===== src/rtl/fsb8_pkg.sv =====
// Shared FSB8 definitions: target state encoding, address width, transfer types, address-byte slices.
package fsb8_pkg;

    localparam int FSB8_AW = 24;

    localparam logic TYP_SINGLE = 1'b0;
    localparam logic TYP_BLOCK  = 1'b1;

    localparam int AHI_MSB  = 23;
    localparam int AHI_LSB  = 16;
    localparam int AMID_MSB = 15;
    localparam int AMID_LSB = 8;
    localparam int ALO_MSB  = 7;
    localparam int ALO_LSB  = 0;

    typedef enum logic [2:0] {
        ST_IDLE,
        ST_ADDR,
        ST_DATA,
        ST_ACCESS,
        ST_RESP,
        ST_HOLD,
        ST_IGNORE
    } tgt_state_e;

endpackage


===== src/rtl/fsb8_tgt_timeout.sv =====
// Local-ack timeout: down-counter reloaded outside ACCESS, expires at terminal count zero.
module fsb8_tgt_timeout #(
    parameter int TIMEOUT_CYC = 64
) (
    input  logic clk,
    input  logic rst,
    input  logic i_load,
    input  logic i_en,
    output logic o_expire
);
    localparam int CW = (TIMEOUT_CYC > 1) ? $clog2(TIMEOUT_CYC) : 1;
    localparam logic [CW-1:0] LOAD_VAL = CW'(TIMEOUT_CYC - 1);

    logic [CW-1:0] r_cnt;

    always_ff @(posedge clk) begin
        if (rst || i_load) begin
            r_cnt <= LOAD_VAL;
        end else if (i_en && (r_cnt != '0)) begin
            r_cnt <= r_cnt - CW'(1);
        end
    end

    assign o_expire = i_en && (r_cnt == '0);

endmodule


===== src/rtl/fsb8_target.sv =====
// FSB8 device-side responder bridging claimed bus beats to a req/ack local port.
// Optional local-ack timeout is built only when FSB8_TGT_TIMEOUT_EN is defined.
//
// state     | meaning
// ----------+------------------------------------------------------------
// IDLE      | bus idle, waiting for first address cycle (A[23:16])
// ADDR      | second address cycle: A[15:0], direction, type, space
// DATA      | data cycle, write data captured from AD8
// ACCESS    | local request outstanding until loc_ack (or timeout)
// RESP      | one-cycle rdy_n, read data driven on AD8
// HOLD      | beat done, waiting for cs_n to rise
// IGNORE    | not our transaction or malformed, waiting for cs_n to rise
module fsb8_target
    import fsb8_pkg::*;
#(
    parameter logic [7:0] BASE_HI     = 8'h40,
    parameter bit         CMD_RESPOND = 1'b0,
    parameter int         TIMEOUT_CYC = 64
) (
    input  logic               clk,
    input  logic               rst,
    input  logic               ale_n,
    input  logic               cs_n,
    input  logic               cmd_n,
    input  logic               typ,
    input  logic               wr_n,
    input  logic [7:0]         ad_in,
    input  logic [7:0]         aah8,
    output logic [7:0]         ad_out,
    output logic               ad_oe,
    output logic               rdy_n_o,
    output logic               rdy_oe,
    output logic               irq_oe,
    output logic [FSB8_AW-1:0] loc_addr,
    output logic               loc_we,
    output logic               loc_cmd,
    output logic [7:0]         loc_wdata,
    output logic               loc_req,
    input  logic               loc_ack,
    input  logic [7:0]         loc_rdata,
    input  logic               loc_irq,
    output logic               bus_err
);
    tgt_state_e  r_state, w_next;
    logic [7:0]  r_ahi;
    logic [15:0] r_addr16;
    logic        r_wr, r_typ, r_cmd, r_abort, r_bus_err, r_irq;
    logic [7:0]  r_wdata, r_rdata;
    logic        w_hit, w_err, w_expire;

`ifdef FSB8_TGT_TIMEOUT_EN
    fsb8_tgt_timeout #(.TIMEOUT_CYC(TIMEOUT_CYC)) u_timeout (
        .clk      (clk),
        .rst      (rst),
        .i_load   (r_state != ST_ACCESS),
        .i_en     (r_state == ST_ACCESS),
        .o_expire (w_expire)
    );
`else
    logic w_unused_timeout;
    assign w_unused_timeout = (TIMEOUT_CYC != 0);
    assign w_expire         = 1'b0;
`endif

    assign w_hit = (r_ahi == BASE_HI) && (cmd_n || CMD_RESPOND);

    always_comb begin
        w_next = r_state;
        w_err  = 1'b0;
        case (r_state)
            ST_IDLE:   if (!cs_n && !ale_n) w_next = ST_ADDR;
            ST_ADDR: begin
                if (cs_n) begin
                    w_next = ST_IDLE;
                end else if (ale_n) begin
                    w_next = ST_IGNORE;
                    w_err  = 1'b1;
                end else begin
                    w_next = w_hit ? ST_DATA : ST_IGNORE;
                end
            end
            ST_DATA:   w_next = cs_n ? ST_IDLE : ST_ACCESS;
            // An ack coinciding with expiry is a normal completion.
            ST_ACCESS: begin
                if (loc_ack || w_expire) begin
                    w_next = (cs_n || r_abort) ? ST_IDLE : ST_RESP;
                    w_err  = !loc_ack;
                end
            end
            ST_RESP: begin
                if (cs_n)                     w_next = ST_IDLE;
                else if (r_typ == TYP_BLOCK)  w_next = ST_DATA;
                else                          w_next = ST_HOLD;
            end
            ST_HOLD, ST_IGNORE: if (cs_n) w_next = ST_IDLE;
            default:   w_next = ST_IDLE;
        endcase
    end

    always_ff @(posedge clk) begin
        if (rst) r_state <= ST_IDLE;
        else     r_state <= w_next;
    end

    always_ff @(posedge clk) begin
        if (rst) begin
            r_ahi     <= '0;
            r_addr16  <= '0;
            r_wr      <= 1'b0;
            r_typ     <= TYP_SINGLE;
            r_cmd     <= 1'b0;
            r_wdata   <= '0;
            r_rdata   <= '0;
            r_abort   <= 1'b0;
            r_bus_err <= 1'b0;
            r_irq     <= 1'b0;
        end else begin
            r_bus_err <= w_err;
            r_irq     <= loc_irq;
            case (r_state)
                ST_IDLE: if (!cs_n && !ale_n) r_ahi <= ad_in;
                ST_ADDR: begin
                    if (!cs_n && !ale_n) begin
                        r_addr16 <= {aah8, ad_in};
                        r_wr     <= !wr_n;
                        r_typ    <= typ;
                        r_cmd    <= !cmd_n;
                    end
                end
                ST_DATA: begin
                    r_abort <= 1'b0;
                    if (r_wr) r_wdata <= ad_in;
                end
                // Abort seen mid-handshake is remembered so the ack still completes locally.
                ST_ACCESS: begin
                    if (cs_n)          r_abort <= 1'b1;
                    if (loc_ack)       r_rdata <= loc_rdata;
                    else if (w_expire) r_rdata <= 8'hFF;
                end
                ST_RESP: if ((r_typ == TYP_BLOCK) && !cs_n) r_addr16 <= r_addr16 + 16'd1;
                default: ;
            endcase
        end
    end

    assign loc_req   = (r_state == ST_ACCESS);
    assign rdy_oe    = (r_state == ST_RESP);
    assign rdy_n_o   = 1'b0;
    assign ad_oe     = rdy_oe && !r_wr;
    assign ad_out    = ad_oe ? r_rdata : 8'h00;
    assign loc_addr  = {r_ahi, r_addr16};
    assign loc_we    = r_wr;
    assign loc_cmd   = r_cmd;
    assign loc_wdata = r_wdata;
    assign bus_err   = r_bus_err;
    assign irq_oe    = r_irq;

endmodule


===== config.mk =====
export PLATFORM = sky130hd
export DESIGN_NAME = fsb8_target
export DESIGN_NICKNAME = d
export VERILOG_FILES = /design/src/rtl/fsb8_pkg.sv /design/src/rtl/fsb8_tgt_timeout.sv /design/src/rtl/fsb8_target.sv
export SDC_FILE = /design/constraint.sdc
export NUM_CORES = 1
export LEC_CHECK = 0
export CELL_PAD_IN_SITES_DETAIL_PLACEMENT = 1
export CELL_PAD_IN_SITES_GLOBAL_PLACEMENT = 1
export CORE_MARGIN = 2
export CORE_UTILIZATION = 33
export DETAILED_ROUTE_END_ITERATION = 8
export PLACE_DENSITY_LB_ADDON = 0.1
export SYNTH_ARGS = -nofsm -noshare
export SYNTH_HDL_FRONTEND = slang
export SYNTH_SLANG_ARGS = --single-unit

===== constraint.sdc =====
create_clock -name clk -period 1.8 [get_ports clk]
set_input_delay 0.27 -clock clk [delete_from_list [all_inputs] [get_ports clk]]
set_output_delay 0.27 -clock clk [all_outputs]
set_load 0.01 [all_outputs]

**Word-level counts from Yosys, hierarchy flattened**

Cells that the tools add are included.

- Output and inout port bits: 48
- Logic and storage cells: 68
- Flip-flop bits (word level): 49
- Bits of input ports: 33

- Reductions and logical operators: 22
- $add $sub $neg: 1
- Eq/ne operators: 13
- Mux-type cells: 21

Operator list:

| operator | count |
|---|---|
| $mux W16 | 2 |
| $pmux W16 S2 | 1 |
| $mux W3 | 9 |
| $pmux W3 S6 | 1 |
| $add A16 B1 Y16 const B | 1 |
| $reduce_and A2 Y1 | 5 |
| $eq A3 B3 Y1 const B | 3 |
| $eq A8 B7 Y1 const B | 1 |
| $mux W8 | 1 |
| $ne A2 B2 Y1 const B | 4 |
| $eq A3 B2 Y1 const B | 2 |
| $logic_not A1 Y1 | 6 |
| $reduce_and A3 Y1 | 2 |
| $logic_and A1 B1 Y1 | 4 |
| $mux W1 | 4 |
| $ne A2 B1 Y1 const B | 2 |
| $pmux W1 S2 | 2 |
| $reduce_bool A2 Y1 | 2 |
| $eq A3 B1 Y1 const B | 1 |
| $logic_not A3 Y1 | 1 |
| $mux W2 | 1 |
| $reduce_or A2 Y1 | 1 |
| $logic_or A1 B1 Y1 | 1 |

**Logic depth before layout (Yosys ltp)**

Gate-level depths: netlist of the first run.

- Depth in word-level cells: 6
- Mapped depth: 8
- Depth with buffers taken out: 5

**Least setup slack after synthesis of the first run**

Ideal clock, no wire load.

- Kind: reg2out
- Start: register r_state[2]
- End: output port ad_out[0]
- Setup slack: 0.107 ns
- Arrival time: 1.423 ns
- Cell stages (with the launch flop): 7
- Data required time: 1.530 ns
- Path buffers: 3
- Cells stage by stage: dfxtp_1 -> buf_4 -> or3b_1 -> buf_6 -> buf_6 -> nor2_4 -> and2_1

- Word-level cells in the longest chain between the ends: 3

Ends and longest elaborated chain:

| item | RTL line | text |
|---|---|---|
| from (decl) | fsb8_target.sv:44 | `tgt_state_e r_state, w_next;` |
| from (signal assigned) | fsb8_target.sv:102 | `else r_state <= w_next;` |
| $eq A3 B3 Y1 | fsb8_target.sv:147 | `assign rdy_oe = (r_state == ST_RESP);` |
| $logic_and A1 B1 Y1 | fsb8_target.sv:149 | `assign ad_oe = rdy_oe && !r_wr;` |
| via ad_oe | fsb8_target.sv:30 | `output logic ad_oe,` |
| $mux W8 | fsb8_target.sv:150 | `assign ad_out = ad_oe ? r_rdata : 8'h00;` |
| to (decl) | fsb8_target.sv:29 | `output logic [7:0] ad_out,` |

The timed path passes the listed nets, and every way through them passes these cells.

**Worst setup path in the final report of the first run**

- Start: register r_state[0]
- End: output port ad_out[2]

- Word-level cells in the longest chain between the ends: 3

Ends and longest elaborated chain:

| item | RTL line |
|---|---|
| $eq A3 B3 Y1 | fsb8_target.sv:147 |
| $logic_and A1 B1 Y1 | fsb8_target.sv:149 |
| $mux W8 | fsb8_target.sv:150 |

Every way passes these cells.

==> results of run 1 <==
[cells in the mapped netlist, types with 2 or more instances]
cell,instances,area [um^2]
buf_1,2,7.51
nand4_1,5,31.3
and2_1,15,93.8
buf_2,5,25.0
and2_0,2,12.5
nand3_1,7,35.0
nor2_1,26,97.6
a2bb2oi_1,3,26.3
clkbuf_1,9,33.8
o32ai_1,6,52.6
nor4_1,2,12.5
a21oi_1,27,135
o31a_1,5,43.8
dfxtp_1,49,981
nor3_1,5,25.0
o21ai_0,12,60.1
buf_4,3,22.5
and4_1,4,35.0
mux2i_1,18,180
nor4b_1,2,17.5
nand2_1,31,116
nor2b_1,3,18.8
and3_1,3,18.8
nor3b_1,4,30.0
a21o_1,3,22.5
inv_1,8,30.0
o21ai_1,3,15.0
a211oi_1,4,30.0
buf_6,4,45.0
and3b_1,2,17.5
a31oi_1,3,18.8
nand4b_1,2,17.5
[how the worst max path moves through the flow]
stage	endpoint	startpoint	cells after the start	slack, ns
final	ad_out[2]	r_state[0]	5	-0.07
after global routing	ad_out[2]	r_state[0]	5	-0.15
after CTS	loc_req	r_state[0]	3	-0.13
after global placement	ad_out[5]	r_state[1]	4	-0.04
after floorplan	ad_out[0]	r_state[2]	6	0.11
after detailed placement	ad_out[6]	r_state[1]	4	-0.08
[repair_timing]
action	4_1_cts	5_1_grt
gates resized for setup	43	39
hold endpoints to repair	0	0
gates cloned	1	1
setup endpoints to repair	11	26
pin swaps	2	9
buffers inserted	2	3
[metal layers]
metal	GRT usage (%)	up-vias	share of wire [%]
li1	-	1225	-
met1	24.1	1212	46
met2	33.3	60	49
met5	0	-	0
met3	4.67	7	4.5
met4	5.38	0	1.0
[worst reg2reg max path, cell delays in order (launching register included)]
cell       delay [ns]
dfxtp_2          0.34
or3b_4           0.43
buf_12           0.14
buf_4            0.15
buf_12           0.17
a2bb2oi_1        0.16
o22ai_1          0.18
a21o_1           0.15
[where the power goes]
part	switching (mW)	internal, mW	leakage [nW]
clock	0.386	0.454	0.0585
sequential	0.0581	1.15	0.399
combinational	0.313	0.366	0.914
[flip-flops by register name, indices dropped and copies added, names as in the netlist, 3 cells and up]
name and flops:
loc_wdata 8, r_ahi 8, r_rdata 8, r_state 3, r_addr16 16
[cells by family after synthesis]
kind of cell             Yosys count
AND/OR/NAND/NOR                  120
AO/OA/AOI/OAI                     74
flip-flops                        49
buffers and inverters             32
multiplexers                      18
adder cells (fa/ha/maj)            1
other                              1
XOR/XNOR                           1
[layout by cell type (no fill, tap or decap), types with 4 or more instances in the layout]
master	count
clkdlybuf4s50_1	67
o21ai_0	11
nor2_1	26
mux2i_1	18
buf_6	13
nor3_1	4
and2_4	8
a21oi_1	26
nand4_1	5
and2_1	8
o32ai_1	6
o31a_1	5
nand3_1	7
dfxtp_1	45
clkbuf_8	6
inv_1	8
dfxtp_2	4
a211oi_1	4
buf_4	17
and4_1	4
nand2_1	31
[cell type report]
type                            count  area share, %
Clock buffer                        7           2.33
Clock inverter                      1          0.811
Inverter                            9           1.05
Multi-Input combinational cell    216           37.1
Sequential cell                    49           26.6
Tap cell                           99           3.35
Timing Repair Buffer              104           28.7
[per-stage QoR]
step	instance area, um^2	instances	setup TNS, ns	util (%)	power, mW
after floorplan	2470	296	0	-	1.56
after global placement	3400	470	-0.296	46.9	1.83
after detailed placement	3400	470	-0.669	46.9	1.84
after CTS	3540	481	-0.637	48.8	2.71
after global routing	3700	485	-0.774	51.0	2.87
final	3700	485	-0.280	51.0	2.72
==> flow_summary.toml, run 1 <==
[synth]
seq_area_frac_synth_pct = 39.8
synth_adder_area_share_pct = 0.507
synth_top_family_by_area = "simple AND/OR/NAND/NOR gates"
yosysUniqueCellTypes = 51
synthXorXnorAreaFrac_pct = 0.355
muxShareOfSynthArea_pct = 7.31
yosys.area_share.simple_pct = 26.0
syn_avg_cell_area_um2 = 8.33
synth-main-ff-cell = "dfxtp_1"
yosysWarnings = 0
ys_seq_elements = 49
syn_inst = 296
synth_compound_area_share_pct = 19.0
syn_nets = 330
synthArstFlopShare_pct = 0
netlist_area_um2 = 2470
synth_edf_count = 0

[floorplan]
dieArea_um2 = 8180
die_w_um = 90.4
row_count = 31
start_util_pct = 34.0
core_um2 = 7250
io_pins = 81
die_h_um = 90.4

[drt]
drc = 0
ant_nets = 0
drt-initial-drc-count = 47
drt-pass1-iter-count = 4
vias_per_cell = 5.16
routed_wl_um = 7830
wl_per_cell_um = 16.1
vias = 2504

[critical_path]
crit_chain = "or3b_4 > buf_12 > nor2_4 > and2_4 > buf_6"
endpoint_kind = "primary output"
start_kind = "flip-flop"
rrSetupSlack_ns = 0.02
critical_path_class = "flip-flop to primary output"
r2r-end = "r_state[2]"
crit_fanout = 4
reg2reg_depth = 7
crit_buf_inv = 2
slowest_delay_ns = 0.43
cp.arrival_ns = 1.60
cp_slowest_cell = "or3b_4"
r2r_start = "r_state[0]"
cpLargestDelayFamily = "simple AND/OR/NAND/NOR gates"
required_ns = 1.53

[layout]
seq_area_um2 = 986
syn_to_final_growth_pct = 50.1
drive_gt1_share_pct = 17.6
multi_input_area_um2 = 1380
antennaDiodeCount = 0
fill_cells = 899
fin_nets = 419

[placed_design]
preCtsSetupSlack_ns = -0.0770
place_congestion = 0.811
io_buffer_count = 79
place_hpwl_um = 5430

[sta]
final.setup.worst_slack_ns = -0.0688
maxSlewViolCount = 0
hold_ws_ns = 0.319
rsz0062_at_grt = "true"
finalClockSkew_ns = 0.00422
fin_crit_ns = 1.87
timing.fmax_mhz = 535
setup_violations = 7
fin_crit_sh_pct = 104
hold_violations = 0

[global_routing]
grt_max_degree = 34
antenna_found_initial = 0
grt_pass1_wl_um = 13000
grt_pass1_vias = 2629
grtUsageTotal_pct = 19.3
grt.overflow.total = 0

[pwr]
leakagePower_nw = 1.37
power_density_nw_per_um2 = 736
peakVddDrop_mv = 0.319

[flow_run]
cap_violations = 0

[status]
status = "finished, violations left"
violations = "negative setup slack"

[min_path]
min_path_type = "primary input to flip-flop"
hold-path-endpoint = "loc_wdata[6]"
holdPathStages = 2
hp-start = "rst"

[clock_tree]
cts_root_buf = "clkbuf_8"
clockBufferDepth = 2
cts_tree = "built"
clk_pin_slew_ns = 0.09
clk_latency_ns = 0.31
cts_hold_buf = 0
htreeDepth = 2
clkSinkCount = 49
cts_made_buffers = 5
(Power assumes the default switching activity.)
==> run 2: changes to the inputs <==
==> constraint.sdc (replaced) <==
create_clock -name clk -period 1.8 [get_ports clk]
set_input_delay 0.18 -clock clk [delete_from_list [all_inputs] [get_ports clk]]
set_output_delay 0.18 -clock clk [all_outputs]
set_load 0.01 [all_outputs]
==> run 2 against run 1 <==
Compared with the run above: critical path depth rose by 1; maximum frequency rose by 4.0%; register-to-register slack better by 0.08 ns; setup slack better by 0.073 ns; flip-flop and latch count unchanged; combinational power decreased by 7.7%; utilization shrank 2.3 points; the flow now finishes without violations; routed wire length decreased by 5.2%; clock power down 2%; clock skew is 0.0026 ns higher; worst hold slack got worse by 0.043 ns; count of clock-buffer cells in the layout is 1 lower.
==> flow_summary.toml, run 2 (same netlist as run 1, synthesis figures left out) <==
[pwr]
p_total_mw = 2.65
power_density_nw_per_um2 = 748
peakVddDrop_mv = 0.339
power.share.clock_pct = 31.0
p_seq_share_pct = 45.3
pwr-share-comb_pct = 23.7
leakagePower_nw = 1.32
netSwitchingFraction_pct = 27.3
internal_power_mw = 1.93
p_switching_uw = 722

[layout]
syn_to_final_growth_pct = 43.5
seq_area_um2 = 982
largest_reg_flops = 16
final_common_cell = "clkdlybuf4s50_1"
layout_common_cells = "67 x clkdlybuf4s50_1, 48 x dfxtp_1, 31 x nand2_1, 27 x a21oi_1, 26 x nor2_1"
fill_cells = 887
fin_cells = 483
fin_nets = 417
drive_gt1_share_pct = 13.8
utilization_pct = 48.8
regMostFlops = "r_addr16"
fin_area_um2 = 3540
antennaDiodeCount = 0
multi_input_area_um2 = 1340

[critical_path]
crit_fanout = 4
start_kind = "flip-flop"
endpoint_kind = "primary output"
slowest_delay_ns = 0.44
critPathMostFrequentCell = "buf_6"
crit_chain = "or3b_4 > nor2_4 > buf_6 > buf_6 > and2_4 > buf_6"
critical_path_class = "flip-flop to primary output"
required_ns = 1.62
crit_buf_inv = 3
rrSetupSlack_ns = 0.10
cp_slowest_cell = "or3b_4"
cpLargestDelayFamily = "simple AND/OR/NAND/NOR gates"
cp.arrival_ns = 1.62

[sta]
setup_violations = 0
fin_crit_sh_pct = 99.8
final.setup.worst_slack_ns = 0.00387
fin_setup_tns_ns = 0
hold_violations = 0
finalClockSkew_ns = 0.00679
fin_crit_ns = 1.80
timing.fmax_mhz = 557
hold_ws_ns = 0.276
rsz0062_at_grt = "true"
maxSlewViolCount = 0

[global_routing]
grt_max_degree = 34
grt_pass1_vias = 2611
grt_pass1_wl_um = 12400
antenna_found_initial = 0
grt.overflow.total = 0
grtUsageTotal_pct = 18.2

[placed_design]
dpl.cell_count = 470
place_area_um2 = 3390
place_hpwl_um = 5370
preCtsSetupSlack_ns = -0.0252
place_congestion = 0.810
io_buffer_count = 79

[drt]
wl_per_cell_um = 15.4
drt-pass1-iter-count = 6
vias = 2454
ant_nets = 0
routed_wl_um = 7420
vias_per_cell = 5.08
drt-initial-drc-count = 65
drc = 0

[status]
status = "completed"

[clock_tree]
clk_latency_ns = 0.30
cts_made_buffers = 5
htreeDepth = 2
clockBufferDepth = 2
clkSinkCount = 49
cts_root_buf = "clkbuf_8"
clk_pin_slew_ns = 0.09
cts_tree = "built"

[floorplan]
io_pins = 81
start_util_pct = 34.0
die_h_um = 90.4
core_um2 = 7250
dieArea_um2 = 8180
row_count = 31
die_w_um = 90.4

[min_path]
min_path_type = "primary input to flip-flop"

[flow_run]
cap_violations = 0
## run 2: final timing paths
| check | startpoint | end | cells after the start |
|---|---|---|---|
| min reg2reg | r_rdata[7] | r_rdata[7] | 2 |
| min | rst | r_state[1] | 2 |
| max | r_state[1] | ad_out[1] | 6 |
| max reg2reg | r_state[1] | r_addr16[6] | 7 |
## run 2: cell type report
type	count	share of cell area [%]
Clock buffer	6	2.33
Inverter	9	0.990
Tap cell	99	3.50
Multi-Input combinational cell	216	37.9
Sequential cell	49	27.8
Timing Repair Buffer	102	26.4
Clock inverter	2	1.06
## run 2: power by group through the flow
stage | logic [mW] | clock network [mW] | registers [mW]
after floorplan | 0.326 | 0 | 1.23
after CTS | 0.624 | 0.847 | 1.20
final | 0.627 | 0.821 | 1.20
after detailed placement | 0.608 | 0 | 1.22
after global placement | 0.599 | 0 | 1.22
after global routing | 0.688 | 0.891 | 1.21
## run 2: layer usage
metal  GRT usage (%)  part of all wire (%)  vias up  routed length, um
li1                -                     -     1222                  -
met1            22.9                    47     1175               3510
met2            31.8                    48       55               3590
met3            4.42                   4.0        2                295
met4            3.72                  0.32        0                 24
met5               0                     0        -                  0
## run 2: what timing repair did
item                                    4_1_cts  5_1_grt
resized for setup                            33       13
setup buffers                                 4        1
pin swaps                                     3        2
endpoints found under the setup margin       11       19
hold buffers                                  0        0
cloned                                        1        0
==> run 3: changes to the inputs <==
--- a/config.mk
+++ b/config.mk
@@ -11,6 +11,7 @@
 export CORE_UTILIZATION = 33
 export DETAILED_ROUTE_END_ITERATION = 8
 export PLACE_DENSITY_LB_ADDON = 0.1
+export REMOVE_ABC_BUFFERS = 1
 export SYNTH_ARGS = -nofsm -noshare
 export SYNTH_HDL_FRONTEND = slang
 export SYNTH_SLANG_ARGS = --single-unit
==> run 3 against run 2 <==
Compared with the run above: maximum frequency is 3.4% higher; die area stayed put; routed wire length rose by 0.66%; first-iteration DRC count is 29% higher; global-route usage grew 0.21 points; largest power group unchanged; cell area decreased by 0.39%; sequential share of layout area increased by 0.11 points; flip-flop and latch count is the same; register-to-register slack hardly changed; combinational power rose by 0.6%; worst hold slack worse by 0.063 ns; count of clock-buffer cells in the layout shrank 1.
==> flow_summary.toml, run 3 (same netlist as run 1, synthesis figures left out) <==
[status]
status = "completed"

[drt]
wl_met3_um = 369
met1Wirelength_um = 3620
ant_nets = 0
routed_wl_um = 7470
vias_per_cell = 5.13
drc = 0
vias = 2476
drt-pass1-iter-count = 4
wl_per_cell_um = 15.5
top_layer = "met4"
wl_met2_um = 3400
drt-initial-drc-count = 84

[critical_path]
cp.arrival_ns = 1.56
startpoint = "r_state[1]"
start_kind = "flip-flop"
critical_path_class = "flip-flop to primary output"
endpoint_kind = "primary output"
crit_fanout = 3
r2r_start = "r_state[1]"
required_ns = 1.62

[layout]
fin_cells = 483
final_common_cell = "clkdlybuf4s50_1"
fill_cells = 896
layout_common_cells = "67 x clkdlybuf4s50_1, 48 x dfxtp_1, 31 x nand2_1, 27 x a21oi_1, 26 x nor2_1"
largest_reg_flops = 16
fin_nets = 417
utilization_pct = 48.6
regMostFlops = "r_addr16"
antennaDiodeCount = 0
syn_to_final_growth_pct = 42.9
drive_gt1_share_pct = 14.6

[floorplan]
io_pins = 81
row_count = 31
die_h_um = 90.4
dieArea_um2 = 8180
start_util_pct = 34.0
core_um2 = 7250
die_w_um = 90.4

[sta]
fin_setup_tns_ns = 0
timing.fmax_mhz = 576
fin_crit_ns = 1.74
final.setup.worst_slack_ns = 0.0634
finalClockSkew_ns = 0.0100
maxSlewViolCount = 0
hold_violations = 0
setup_violations = 0
rsz0062_at_grt = "true"
hold_ws_ns = 0.213
fin_crit_sh_pct = 96.5

[clock_tree]
clockBufferDepth = 2
cts_made_buffers = 5
clk_pin_slew_ns = 0.10
clkSinkCount = 49
cts_hold_buf = 0
cts_root_buf = "clkbuf_8"
htreeDepth = 2
cts_tree = "built"
clk_latency_ns = 0.31

[pwr]
peakVddDrop_mv = 0.320
leakagePower_nw = 1.30
power_density_nw_per_um2 = 714

[min_path]
min_path_type = "primary input to flip-flop"
hp-start = "rst"

[placed_design]
dpl.cell_count = 470
place_hpwl_um = 5370
io_buffer_count = 79
place_congestion = 0.820
preCtsSetupSlack_ns = 0.000669

[global_routing]
grtUsageTotal_pct = 18.5
grt_max_degree = 34
antenna_found_initial = 0
grt_pass1_wl_um = 12500
grt.overflow.total = 0
grt_pass1_vias = 2518

[flow_run]
cap_violations = 0
[run 3: power breakdown]
group	internal, mW	switching, mW	total (mW)	leakage, nW
sequential	1.14	0.0532	1.20	0.397
combinational	0.331	0.300	0.631	0.863
clock	0.277	0.410	0.687	0.0445
[run 3: repair_timing]
action                     in CTS  in global routing
resized for setup              24                 25
setup endpoints to repair      11                 15
gates cloned                    1                  0
setup buffers                   2                  2
pin swaps                       3                  4
hold endpoints to repair        0                  0
[run 3: final timing paths]
path	end	slack (ns)	depth (start not counted)
min	loc_wdata[6]	0.21	2
max reg2reg	r_addr16[6]	0.09	8
max	ad_out[0]	0.06	5
min reg2reg	r_rdata[0]	0.46	2
[run 3: stage by stage]
stage / total power, mW / area (um^2)
after floorplan: 1.51 / 2330
after CTS: 2.53 / 3510
after global placement: 1.82 / 3390
final: 2.52 / 3520
after global routing: 2.66 / 3520
after detailed placement: 1.83 / 3390
[run 3: final cells by class]
cell class | instances | area, um^2 | share of cell area, %
inverters | 9 | 35.0 | 0.994
well taps | 99 | 124 | 3.51
repair buffers | 102 | 945 | 26.8
flip-flops and latches | 49 | 982 | 27.9
clock inverters | 3 | 21.3 | 0.603
multi-input cells | 216 | 1350 | 38.3
clock buffers | 5 | 68.8 | 1.95
[run 3: metal layers]
metal  global-route usage, %  vias up
met5                       0        -
met4                    5.00        0
met3                    3.84        8
met2                    29.8       58
met1                    25.1     1185
li1                        -     1225
[run 3: worst max-delay path: stages, from the launching register on]
cell	delay [ns]
dfxtp_2	0.33
or3b_4	0.43
nor2_4	0.15
buf_6	0.11
and2_1	0.10
buf_2	0.12
